$ cat config.mk
export PLATFORM = sky130hd
export DESIGN_NAME = logo_motion_ctrl
export DESIGN_NICKNAME = d
export VERILOG_FILES = /design/src/rtl/logo_motion_ctrl.sv
export SDC_FILE = /design/constraint.sdc
export NUM_CORES = 1
export LEC_CHECK = 0
export CAP_MARGIN = 25
export CORE_MARGIN = 5
export CORE_UTILIZATION = 55
export DETAILED_ROUTE_END_ITERATION = 8
export GPL_TIMING_DRIVEN = 0
export HOLD_SLACK_MARGIN = 0.08
export PLACE_DENSITY = 0.79
export SYNTH_ARGS = -nofsm -noshare
export SYNTH_HDL_FRONTEND = slang
export SYNTH_SLANG_ARGS = --single-unit
$ cat constraint.sdc
create_clock -name pclk -period 7.4 [get_ports pclk]
set_input_delay 1.48 -clock pclk [delete_from_list [all_inputs] [get_ports pclk]]
set_output_delay 1.48 -clock pclk [all_outputs]
set_load 0.005 [all_outputs]
$ cat src/rtl/logo_motion_ctrl.sv
// logo_motion_ctrl
// Moves the text-overlay anchor ("center" = {y, x}) once per frame, bouncing
// off the visible-area edges. Position only changes right after the falling
// edge of vsync, so the renderer never sees a mid-frame jump. A small command
// port lets the host start/stop motion and load a new position or velocity.
module logo_motion_ctrl #(
    parameter int H_ACTIVE  = 640,
    parameter int V_ACTIVE  = 480,
    parameter int OBJ_W     = 141,
    parameter int OBJ_H     = 40,
    parameter int FRAME_DIV = 1,
    parameter int X0        = 0,
    parameter int Y0        = 0
) (
    input  logic        pclk,
    input  logic        rst,
    input  logic        vga_vs,
    input  logic        cmd_valid,
    output logic        cmd_ready,
    input  logic [1:0]  cmd_op,
    input  logic [31:0] cmd_data,
    output logic [31:0] center,
    output logic        frame_tick,
    output logic        running
);

    // Largest legal top-left coordinate that keeps the overlay fully visible.
    localparam logic [15:0]        XMAX   = 16'(H_ACTIVE - OBJ_W);
    localparam logic [15:0]        YMAX   = 16'(V_ACTIVE - OBJ_H);
    localparam logic signed [16:0] XMAX_S = 17'(H_ACTIVE - OBJ_W);
    localparam logic signed [16:0] YMAX_S = 17'(V_ACTIVE - OBJ_H);

    localparam int               DIV_W    = (FRAME_DIV > 1) ? $clog2(FRAME_DIV) : 1;
    localparam logic [DIV_W-1:0] DIV_LAST = DIV_W'(FRAME_DIV - 1);

    localparam logic [1:0] OP_STOP    = 2'd0;
    localparam logic [1:0] OP_START   = 2'd1;
    localparam logic [1:0] OP_SET_POS = 2'd2;
    localparam logic [1:0] OP_SET_VEL = 2'd3;

    typedef enum logic [1:0] {
        ST_STOP = 2'd0,
        ST_RUN  = 2'd1,
        ST_STEP = 2'd2
    } state_t;

    state_t            state_q, state_d;
    logic              vsPrev_q;
    logic              frameTick_q;
    logic [15:0]       posX_q, posX_d;
    logic [15:0]       posY_q, posY_d;
    logic signed [7:0] velX_q, velX_d;
    logic signed [7:0] velY_q, velY_d;
    logic [DIV_W-1:0]  divCnt_q, divCnt_d;
    logic              pend_q, pend_d;
    logic [15:0]       shadowX_q, shadowX_d;
    logic [15:0]       shadowY_q, shadowY_d;

    logic              frameEdge;
    logic              cmdAccept;
    logic              stopCmd, startCmd, setPosCmd, setVelCmd;
    logic              divHit;
    logic signed [16:0] sumX, sumY;
    logic [15:0]       stepX, stepY;
    logic signed [7:0] stepVelX, stepVelY;

    // -128 has no positive twin in 8 bits, so it is pulled in to -127 on load.
    function automatic logic signed [7:0] satVel(input logic [7:0] v);
        return (v == 8'h80) ? 8'sh81 : $signed(v);
    endfunction

    function automatic logic [15:0] clampPos(input logic [15:0] v, input logic [15:0] lim);
        return (v > lim) ? lim : v;
    endfunction

    assign frameEdge = vsPrev_q & ~vga_vs;
    assign cmd_ready = (state_q != ST_STEP);
    assign cmdAccept = cmd_valid & cmd_ready;
    assign stopCmd   = cmdAccept & (cmd_op == OP_STOP);
    assign startCmd  = cmdAccept & (cmd_op == OP_START);
    assign setPosCmd = cmdAccept & (cmd_op == OP_SET_POS);
    assign setVelCmd = cmdAccept & (cmd_op == OP_SET_VEL);
    assign divHit    = (divCnt_q == DIV_LAST);

    assign center     = {posY_q, posX_q};
    assign frame_tick = frameTick_q;
    assign running    = (state_q == ST_RUN) || (state_q == ST_STEP);

    // Bounce arithmetic: one signed add per axis, reflect velocity at either wall.
    always_comb begin
        sumX     = $signed({1'b0, posX_q}) + $signed({{9{velX_q[7]}}, velX_q});
        sumY     = $signed({1'b0, posY_q}) + $signed({{9{velY_q[7]}}, velY_q});
        stepX    = sumX[15:0];
        stepY    = sumY[15:0];
        stepVelX = velX_q;
        stepVelY = velY_q;
        if (sumX[16]) begin
            stepX    = '0;
            stepVelX = -velX_q;
        end else if (sumX > XMAX_S) begin
            stepX    = XMAX;
            stepVelX = -velX_q;
        end
        if (sumY[16]) begin
            stepY    = '0;
            stepVelY = -velY_q;
        end else if (sumY > YMAX_S) begin
            stepY    = YMAX;
            stepVelY = -velY_q;
        end
    end

    // Control FSM: a step is taken only on a divided frame edge with no commit pending,
    // and a STOP arriving on that same edge cancels it.
    always_comb begin
        state_d  = state_q;
        divCnt_d = divCnt_q;
        unique case (state_q)
            ST_STOP: begin
                if (startCmd) begin
                    state_d  = ST_RUN;
                    divCnt_d = '0;
                end
            end
            ST_RUN: begin
                if (frameEdge) begin
                    divCnt_d = divHit ? '0 : divCnt_q + DIV_W'(1);
                end
                if (stopCmd) begin
                    state_d = ST_STOP;
                end else if (frameEdge && divHit && !pend_q) begin
                    state_d = ST_STEP;
                end
            end
            ST_STEP: begin
                state_d = ST_RUN;
            end
            default: begin
                state_d = ST_STOP;
            end
        endcase
    end

    // Position/velocity datapath: step result, shadow commit on vsync, command loads.
    always_comb begin
        posX_d    = posX_q;
        posY_d    = posY_q;
        velX_d    = velX_q;
        velY_d    = velY_q;
        pend_d    = pend_q;
        shadowX_d = shadowX_q;
        shadowY_d = shadowY_q;

        if (state_q == ST_STEP) begin
            posX_d = stepX;
            posY_d = stepY;
            velX_d = stepVelX;
            velY_d = stepVelY;
        end

        if (setPosCmd) begin
            shadowX_d = clampPos(cmd_data[15:0], XMAX);
            shadowY_d = clampPos(cmd_data[31:16], YMAX);
            pend_d    = 1'b1;
        end else if (frameEdge && pend_q) begin
            posX_d = shadowX_q;
            posY_d = shadowY_q;
            pend_d = 1'b0;
        end

        if (setVelCmd) begin
            velX_d = satVel(cmd_data[7:0]);
            velY_d = satVel(cmd_data[15:8]);
        end
    end

    // State and datapath registers; reset drops any pending position load.
    always_ff @(posedge pclk or posedge rst) begin
        if (rst) begin
            state_q     <= ST_STOP;
            vsPrev_q    <= 1'b1;
            frameTick_q <= 1'b0;
            posX_q      <= 16'(X0);
            posY_q      <= 16'(Y0);
            velX_q      <= 8'sd1;
            velY_q      <= 8'sd1;
            divCnt_q    <= '0;
            pend_q      <= 1'b0;
            shadowX_q   <= '0;
            shadowY_q   <= '0;
        end else begin
            state_q     <= state_d;
            vsPrev_q    <= vga_vs;
            frameTick_q <= frameEdge;
            posX_q      <= posX_d;
            posY_q      <= posY_d;
            velX_q      <= velX_d;
            velY_q      <= velY_d;
            divCnt_q    <= divCnt_d;
            pend_q      <= pend_d;
            shadowX_q   <= shadowX_d;
            shadowY_q   <= shadowY_d;
        end
    end

endmodule
Word level (Yosys, flattened, before mapping)
Cells that the tools add are included.
{"block": "totals", "register_bits": 86, "word_cells": 87}
{"block": "op_classes", "addsub": 5, "n_lt_le_gt_ge": 4, "eq_ne": 11, "muxes": 32, "n_bitwise": 8, "n_reduce_logical": 16}
{"operator": "16-bit two-way mux", "n": 12}
{"operator": "8-bit two-way mux", "n": 10}
{"operator": "17-bit by 8-bit adder with 17-bit output", "n": 2}
{"operator": "17-bit by 10-bit greater-than comparator with 1-bit output, second input constant", "n": 2}
{"operator": "16-bit by 9-bit greater-than comparator with 1-bit output, second input constant", "n": 2}
{"operator": "8-bit equality test, second input constant", "n": 2}
{"operator": "8-bit negator", "n": 2}
{"operator": "1-bit bitwise AND", "n": 6}
{"operator": "2-bit equality test, second input constant", "n": 3}
{"operator": "2-bit two-way mux", "n": 3}
{"operator": "2-bit != test, second input constant", "n": 3}
{"operator": "2-bit one-hot mux with 3 select lines", "n": 1}
{"operator": "2-bit AND reduction", "n": 3}
{"operator": "2-bit nonzero test", "n": 3}
{"operator": "3-bit nonzero test", "n": 2}
{"operator": "1-bit two-way mux", "n": 5}
{"operator": "2-bit by 1-bit equality test with 1-bit output, second input constant", "n": 2}
{"operator": "2-bit logical NOT", "n": 2}
{"operator": "1-bit logical AND", "n": 3}
{"operator": "3-bit by 2-bit != test with 1-bit output, second input constant", "n": 1}
{"operator": "3-bit AND reduction", "n": 1}
{"operator": "1-bit NOT", "n": 2}
{"operator": "1-bit one-hot mux with 2 select lines", "n": 1}
{"operator": "1-bit adder, second input constant", "n": 1}
{"operator": "other kinds (2)", "n": 2}

Depth between registers and ports, before layout
Gate-level depths: netlist (run 1).
{"block": "logic_depth", "ltp_word": 7, "depth_mapped": 13, "depth_no_buf": 12}

Least setup slack after synthesis (run 1)
Ideal clock, no wire load.
{"block": "synth_timing", "path_type": "register -> register", "from": "register velY_q[0]", "to": "register velY_q[6]", "setup_ns": 0.128, "arrival_time_ns": 2.932, "required_time_ns": 7.272, "slack_ns": 4.340, "path_stages_with_launch": 13, "n_path_buf": 0, "path_cell_list": "dfstp_2 -> ha_1 -> inv_1 -> fa_1 -> nand2b_1 -> a21o_1 -> nor2b_1 -> xnor2_1 -> a41o_1 -> a311oi_1 -> nand4_4 -> o311ai_1 -> mux2_1"}
{"block": "synth_between", "elab_chain_cells": 5, "elab_cells_between_ends": 9, "cone_classes": "add/sub (2); order compare (1); mux (4); reduce/logical (2)"}
{"element": "from (decl)", "line": "53", "rtl": "logic signed [7:0] velY_q, velY_d;"}
{"element": "from (signal assigned)", "line": "198", "rtl": "velY_q <= velY_d;"}
{"element": "parallel branches: the longest is 5 deep, another holds 17-bit by 8-bit adder with 17-bit output"}
Parallel ways; which one is timed is not known. The select of a mux whose other input is x is not followed.
A chain may end at the register's enable or synchronous reset.

Worst setup path after layout (run 1)
{"block": "layout_timing", "from": "register state_q[0]", "to": "output port cmd_ready"}
{"block": "layout_between", "elab_chain_cells": 1}
{"element": "from (decl)", "line": "47", "rtl": "state_t state_q, state_d;"}
{"element": "from (signal assigned)", "line": "192", "rtl": "state_q <= state_d;"}
{"element": "2-bit != test", "line": "77", "rtl": "assign cmd_ready = (state_q != ST_STEP);"}
{"element": "to (decl)", "line": "19", "rtl": "output logic cmd_ready,"}
No other way between the ends.

==> reports/metrics.json, run 1 <==
{
  "synth-seq-area-share": {"value": 0.369},
  "post-synth-top-area-fraction": {"value": 0.355},
  "vdd.ir_drop.worst": {"value": 274, "unit": "µV"},
  "max_freq": {"value": 255, "unit": "MHz"},
  "total_via_count_after_detailed_routing": {"value": 5354},
  "dp_hpwl": {"value": 12100, "unit": "µm"},
  "cts_post_setup_buffers_inserted": {"value": 0},
  "pin_count": {"value": 73},
  "synth-async-reset-ratio": {"value": 1.00},
  "clock_tree_from_tritoncts": {"value": "done"},
  "detailedRoute.firstPassIterationCount": {"value": 5},
  "synth_warnings": {"value": 0},
  "drive_gt1_frac": {"value": 0.0682},
  "synth.ff_latch_count": {"value": 85},
  "post_cts_resized": {"value": 0},
  "power-per-cell-area": {"value": 366, "unit": "mW/mm²"},
  "arrival_time_of_data_at_the_critical_path_endpoint": {"value": 2.45, "unit": "ns"},
  "worst_slew_pin_slew": {"value": 0.790, "unit": "ns"},
  "final_net_count": {"value": 821},
  "clkSlewWorstSetupHoldPaths": {"value": 0.09, "unit": "ns"},
  "reg2reg_depth": {"value": 12},
  "timing.final.hold_violations": {"value": 0},
  "maxSlewHeadroom": {"value": 0.471},
  "finalSetupViolCount": {"value": 0},
  "netlist_area": {"value": 0.00578, "unit": "mm²"},
  "rsz_0062_raised_after_global_routing": {"value": "no"},
  "post-route-period-util": {"value": 0.531},
  "global_route_wire_length_before_repair": {"value": 26100, "unit": "µm"},
  "crit_slowest_cell": {"value": "clkdlybuf4s50_1"},
  "grt_antenna_before_repair": {"value": 0},
  "layout.cells.most_common_list": {"value": "nand2_1 (90), dfrtp_1 (82), clkdlybuf4s50_1 (72), a21oi_1 (56), o21ai_0 (47)"},
  "critical_path_class": {"value": "flop to primary output"},
  "crit_path_max_fanout": {"value": 10},
  "grt_pass1_vias": {"value": 5386},
  "clockRootBuffer": {"value": "clkbuf_8"},
  "timing.critical_path.to_type": {"value": "primary output"},
  "cts.path.max_buffers": {"value": 2},
  "setup_total_negative_slack": {"value": 0, "unit": "ns"},
  "die_height": {"value": 113, "unit": "µm"},
  "leading_cell_types_by_total_area_after_synthesis": {"value": "dfrtp_1 (35%), ha_1 (8.2%), nand2_1 (5.8%), a21oi_1 (4.8%), o21ai_0 (4.1%)"},
  "worstPathCellList": {"value": "inv_1 -> ha_1 -> inv_1 -> clkbuf_1 -> clkdlybuf4s50_1"},
  "initial_core_util": {"value": 0.563},
  "leakage": {"value": 2.98, "unit": "nW"},
  "r2r_setup_slack": {"value": 3.88, "unit": "ns"},
  "drt_iter0_drc": {"value": 414},
  "drt-total-wl": {"value": 15700, "unit": "µm"},
  "syn-mean-instance-area": {"value": 8.77, "unit": "µm²"},
  "gp_routability_congestion": {"value": 0.910},
  "clkLatencyLatePin": {"value": 0.36, "unit": "ns"},
  "hold_path_depth": {"value": 2},
  "place.detailed.instances": {"value": 868},
  "floorplan.die_area": {"value": 0.0127, "unit": "mm²"},
  "crit_buf_inv": {"value": 4},
  "finClkSkew": {"value": 0.0148, "unit": "ns"},
  "htree_levels": {"value": 3},
  "timing.critical_path.required": {"value": 5.92, "unit": "ns"},
  "antenna_cells_inserted": {"value": 0},
  "drcViolationCount": {"value": 0},
  "design.core.area": {"value": 0.0103, "unit": "mm²"},
  "slew_viol_final": {"value": 0},
  "number_of_distinct_library_cell_variants_in_the_gate_level_netlist_after_synthesis": {"value": 71},
  "final_cell_count_no_fill": {"value": 884},
  "rows": {"value": 37},
  "detail_route.wl_per_cell": {"value": 17.7, "unit": "µm"},
  "cp-start-kind": {"value": "flop"},
  "final_common_cell": {"value": "nand2_1"},
  "maximum_number_of_pins_on_one_net_before_global_route_repair": {"value": 75},
  "timing.max_cap.violations": {"value": 0},
  "post-synth-top-area-cell": {"value": "dfrtp_1"},
  "cts_buffers": {"value": 9},
  "hold_path_start": {"value": "shadowX_q[14]"},
  "grt.overflow.total": {"value": 0},
  "track_usage": {"value": 0.251},
  "path_common_cell": {"value": "inv_1"},
  "status": {"value": "complete, no violations"},
  "critical-path-max-stage-delay": {"value": 0.61, "unit": "ns"},
  "synthesized_net_count": {"value": 737},
  "synth_cells": {"value": 659},
  "synth_enable_flop_cells": {"value": 0},
  "crit_family": {"value": "buffers and inverters"},
  "holdBufCountCts": {"value": 0},
  "synth_top_flop_cell": {"value": "dfrtp_1"},
  "postRouteAntennaNets": {"value": 0},
  "area_delta_synth_final": {"value": 19.4, "unit": "%"},
  "avgViaCountPerCell": {"value": 6.06},
  "cts_num_sinks": {"value": 85},
  "hold_class": {"value": "flop to flop"},
  "worstReg2RegStart": {"value": "velX_q[0]"},
  "worst_r2r_endpoint": {"value": "velX_q[1]"},
  "holdPathEnd": {"value": "posX_q[14]"},
  "fin_crit": {"value": 3.93, "unit": "ns"},
  "port_buffers": {"value": 72},
  "dieWidth": {"value": 113, "unit": "µm"}
}
==> layer usage <==
layer  global-route usage  routed length (µm)
met1                0.328                6750
met2                0.420                7720
met3               0.0491                 799
met4               0.0833                 408
met5                    0                   0
==> synthesized netlist by cell type, types with 15 or more instances <==
cell type,number
inv_1,25
clkbuf_1,16
nand3_1,16
ha_1,38
and2_1,16
nor2_1,38
dfrtp_1,82
nand2_1,90
a21o_1,15
a21oi_1,56
o21ai_0,47
o21ai_1,16
==> through the flow <==
step	worst slack, ns	util	cell area (µm²)	hold WS, ns	total power [mW]
3_3_place_gp	2.48	0.649	6670	0.459	2.12
2_1_floorplan	3.73	-	5780	0.442	1.76
4_1_cts	3.47	0.672	6900	0.476	2.51
6_report	3.47	0.672	6900	0.473	2.53
5_1_grt	3.36	0.672	6900	0.506	2.75
3_5_place_dp	3.54	0.652	6700	0.456	2.17
==> worst max path at each step <==
| stage | startpoint | cells past startpoint | endpoint |
|---|---|---|---|
| floorplan | rst | 1 | frame_tick |
| global placement | rst | 2 | velX_q[4] |
| detailed placement | cmd_valid | 7 | shadowX_q[0] |
| CTS | state_q[0] | 5 | cmd_ready |
| global route | state_q[0] | 5 | cmd_ready |
| finish | state_q[0] | 5 | cmd_ready |
==> power breakdown <==
group	switching [mW]	internal (mW)	total, mW
clock network	0.175	0.160	0.335
registers	0.127	0.557	0.684
logic	0.874	0.636	1.51
total	1.18	1.35	2.53
==> worst register-to-register path, delay by kind of cell (launching register included) <==
family | cells | cell delay [ns]
buf+inv | 2 | 0.30
fa+ha+maj | 2 | 0.65
flops | 1 | 0.57
compound gates | 6 | 1.25
simple gates | 2 | 0.65
==> cells by family (layout without fill, tap and decap cells) <==
logic type,Yosys count,count (layout),synth area share
muxes,8,8,0.0149
buffers and inverters,50,139,0.0355
and+or+nand+nor,234,234,0.204
DFF,85,85,0.369
xor gates and xnor gates,21,21,0.0318
adders and majority gates,40,40,0.0892
AOI/OAI and AO/OA,221,221,0.256
==> state kept, by name, indices dropped and copies added, names as in the netlist, 2 cells and up <==
| register | cells |
|---|---|
| shadowX_q | 16 |
| state_q | 2 |
| shadowY_q | 16 |
| velX_q | 8 |
| posX_q | 16 |
| velY_q | 8 |
| posY_q | 16 |
==> cell type report <==
type | instances | area, µm²
Buffer | 25 | 111
Multi-Input combinational cell | 524 | 3450
Clock buffer | 10 | 128
Inverter | 25 | 96.3
Timing Repair Buffer | 73 | 748
Tap cell | 136 | 170
Fill cell | 875 | 3370
Sequential cell | 85 | 2130
Clock inverter | 6 | 72.6
Note: power is estimated with default switching activity, not from simulation.
==> inputs of run 2 (changes only) <==
CORE_UTILIZATION = 51   (was 55)
PLACE_DENSITY = 0.77   (was 0.79)
clock period = 3.55 ns   (was 7.4 ns; I/O delays follow)
==> run 2 against run 1 <==
Clock-buffer cell count down 1. First-iteration DRC count rose by 20%. Critical path type is now flop to flop. Wire length up 4.7%. Critical endpoint is now velY_q[6].
==> reports/metrics.json, run 2 (synthesis gave the netlist of run 1 again) <==
{
  "status": {"value": "complete, no violations"},
  "worst_slew_pin_slew": {"value": 0.714, "unit": "ns"},
  "maxUsedRoutingLayer": {"value": "met4"},
  "cts_buffers": {"value": 9},
  "nFillCells": {"value": 923},
  "clkLatencyLatePin": {"value": 0.34, "unit": "ns"},
  "worstPathCellList": {"value": "ha_1 -> inv_1 -> fa_1 -> nand2b_1 -> a21o_1 -> and2_1 -> or4b_1 -> a21oi_1 -> nor4_4 -> nand4_4 -> o311ai_1 -> mux2_1"},
  "hold_path_depth": {"value": 2},
  "track_usage": {"value": 0.247},
  "total_power": {"value": 5.66, "unit": "mW"},
  "grt.overflow.total": {"value": 0},
  "vdd.ir_drop.worst": {"value": 479, "unit": "µV"},
  "power-per-cell-area": {"value": 803, "unit": "mW/mm²"},
  "timing.final.hold_violations": {"value": 0},
  "cts.path.max_buffers": {"value": 2},
  "die_height": {"value": 116, "unit": "µm"},
  "final_net_count": {"value": 822},
  "finClkSkew": {"value": 0.00636, "unit": "ns"},
  "reg2reg_depth": {"value": 12},
  "timing.critical_path.required": {"value": 3.78, "unit": "ns"},
  "clockRootBuffer": {"value": "clkbuf_16"},
  "dieWidth": {"value": 116, "unit": "µm"},
  "worstReg2RegStart": {"value": "velY_q[0]"},
  "pin_count": {"value": 73},
  "setup_total_negative_slack": {"value": 0, "unit": "ns"},
  "hold_path_start": {"value": "shadowY_q[9]"},
  "hold_class": {"value": "flop to flop"},
  "postRouteAntennaNets": {"value": 0},
  "rows": {"value": 38},
  "floorplan.die_area": {"value": 0.0136, "unit": "mm²"},
  "cp-start-kind": {"value": "flop"},
  "drt-total-wl": {"value": 16400, "unit": "µm"},
  "leakage": {"value": 3.04, "unit": "nW"},
  "detail_route.wl_per_cell": {"value": 18.5, "unit": "µm"},
  "critical-path-max-stage-delay": {"value": 0.57, "unit": "ns"},
  "timing.max_cap.violations": {"value": 0},
  "global_route_wire_length_before_repair": {"value": 26300, "unit": "µm"},
  "fin_crit": {"value": 3.41, "unit": "ns"},
  "port_buffers": {"value": 72},
  "maxSlewHeadroom": {"value": 0.522},
  "cts_num_sinks": {"value": 85},
  "clkSlewWorstSetupHoldPaths": {"value": 0.06, "unit": "ns"},
  "post-route-period-util": {"value": 0.961},
  "drcViolationCount": {"value": 0},
  "antenna_cells_inserted": {"value": 0},
  "gp_routability_congestion": {"value": 0.892},
  "area_delta_synth_final": {"value": 21.9, "unit": "%"},
  "crit_path_max_fanout": {"value": 8},
  "layout.cells.most_common_list": {"value": "nand2_1 (90), dfrtp_1 (81), clkdlybuf4s50_1 (72), a21oi_1 (56), o21ai_0 (47)"},
  "grt_pass1_vias": {"value": 5448},
  "total_via_count_after_detailed_routing": {"value": 5434},
  "grt_antenna_before_repair": {"value": 0},
  "r2r_setup_slack": {"value": 0.14, "unit": "ns"},
  "maximum_number_of_pins_on_one_net_before_global_route_repair": {"value": 64},
  "detailedRoute.firstPassIterationCount": {"value": 5},
  "avgViaCountPerCell": {"value": 6.11},
  "dp_hpwl": {"value": 12600, "unit": "µm"},
  "htree_levels": {"value": 3},
  "detailroute.wirelength.met3": {"value": 940, "unit": "µm"},
  "critical_path_class": {"value": "flop to flop"},
  "m1WireLength": {"value": 6870, "unit": "µm"},
  "holdBufCountCts": {"value": 0},
  "routed-wl-met2": {"value": 8270, "unit": "µm"},
  "initial_core_util": {"value": 0.526},
  "arrival_time_of_data_at_the_critical_path_endpoint": {"value": 3.64, "unit": "ns"},
  "holdPathEnd": {"value": "posY_q[9]"},
  "final_util": {"value": 0.642},
  "design.core.area": {"value": 0.0110, "unit": "mm²"},
  "slew_viol_final": {"value": 0},
  "hold-worst-slack": {"value": 0.488, "unit": "ns"},
  "max_freq": {"value": 293, "unit": "MHz"},
  "crit_slowest_cell": {"value": "dfstp_2"},
  "timing.critical_path.to_type": {"value": "flop"},
  "drt_iter0_drc": {"value": 498},
  "worst_r2r_endpoint": {"value": "velY_q[6]"},
  "final_common_cell": {"value": "nand2_1"},
  "finalSetupViolCount": {"value": 0},
  "clock_tree_from_tritoncts": {"value": "done"},
  "drive_gt1_frac": {"value": 0.0721}
}
-- run 2: worst max-delay path: cells and delay by family, from the launching register on --
kind	cells	cell delay [ns]
AOI/OAI and AO/OA	3	0.59
adders and majority gates	2	0.58
buffers and inverters	1	0.05
DFF	1	0.57
muxes	1	0.34
and+or+nand+nor	5	1.17
-- run 2: through the flow --
stage          cells  area (µm²)  setup WS, ns
2_1_floorplan    659        5780         0.490
3_3_place_gp     871        6680        -0.663
3_5_place_dp     872        6710         0.133
4_1_cts          888        7030         0.115
5_1_grt          889        7050       -0.0314
6_report         889        7050         0.138
-- run 2: power by group --
group / switching [mW] / leakage [nW] / internal (mW)
registers: 0.264 / 1.05 / 1.16
clock network: 0.411 / 0.152 / 0.619
logic: 1.86 / 1.84 / 1.34
-- run 2: worst max path at each step --
stage / endpoint / cells past startpoint / startpoint / slack, ns
finish: velY_q[6] / 12 / velY_q[0] / 0.14
global route: velY_q[6] / 12 / velY_q[0] / -0.03
CTS: velX_q[1] / 12 / velX_q[0] / 0.11
detailed placement: velX_q[1] / 12 / velX_q[0] / 0.13
global placement: velY_q[3] / 2 / rst / -0.66
floorplan: velY_q[6] / 12 / velY_q[0] / 0.49
-- run 2: layout make-up --
type | instances | area (µm²) | area share
Buffer | 25 | 111 | 0.0158
Clock buffer | 9 | 225 | 0.0320
Clock inverter | 7 | 97.6 | 0.0138
Inverter | 25 | 96.3 | 0.0137
Multi-Input combinational cell | 524 | 3450 | 0.490
Sequential cell | 85 | 2130 | 0.303
Tap cell | 140 | 175 | 0.0249
Timing Repair Buffer | 74 | 756 | 0.107
-- run 2: metal layers --
layer | global-route usage | vias to the layer above
met2 | 0.436 | 201
li1 | - | 2575
met1 | 0.303 | 2626
met4 | 0.0773 | 0
met5 | 0 | -
met3 | 0.0497 | 32
-- run 2: timing repair --
item	4_1_cts	5_1_grt
endpoints found under the setup margin	0	11
buffers inserted	0	1
gates resized for setup	0	2
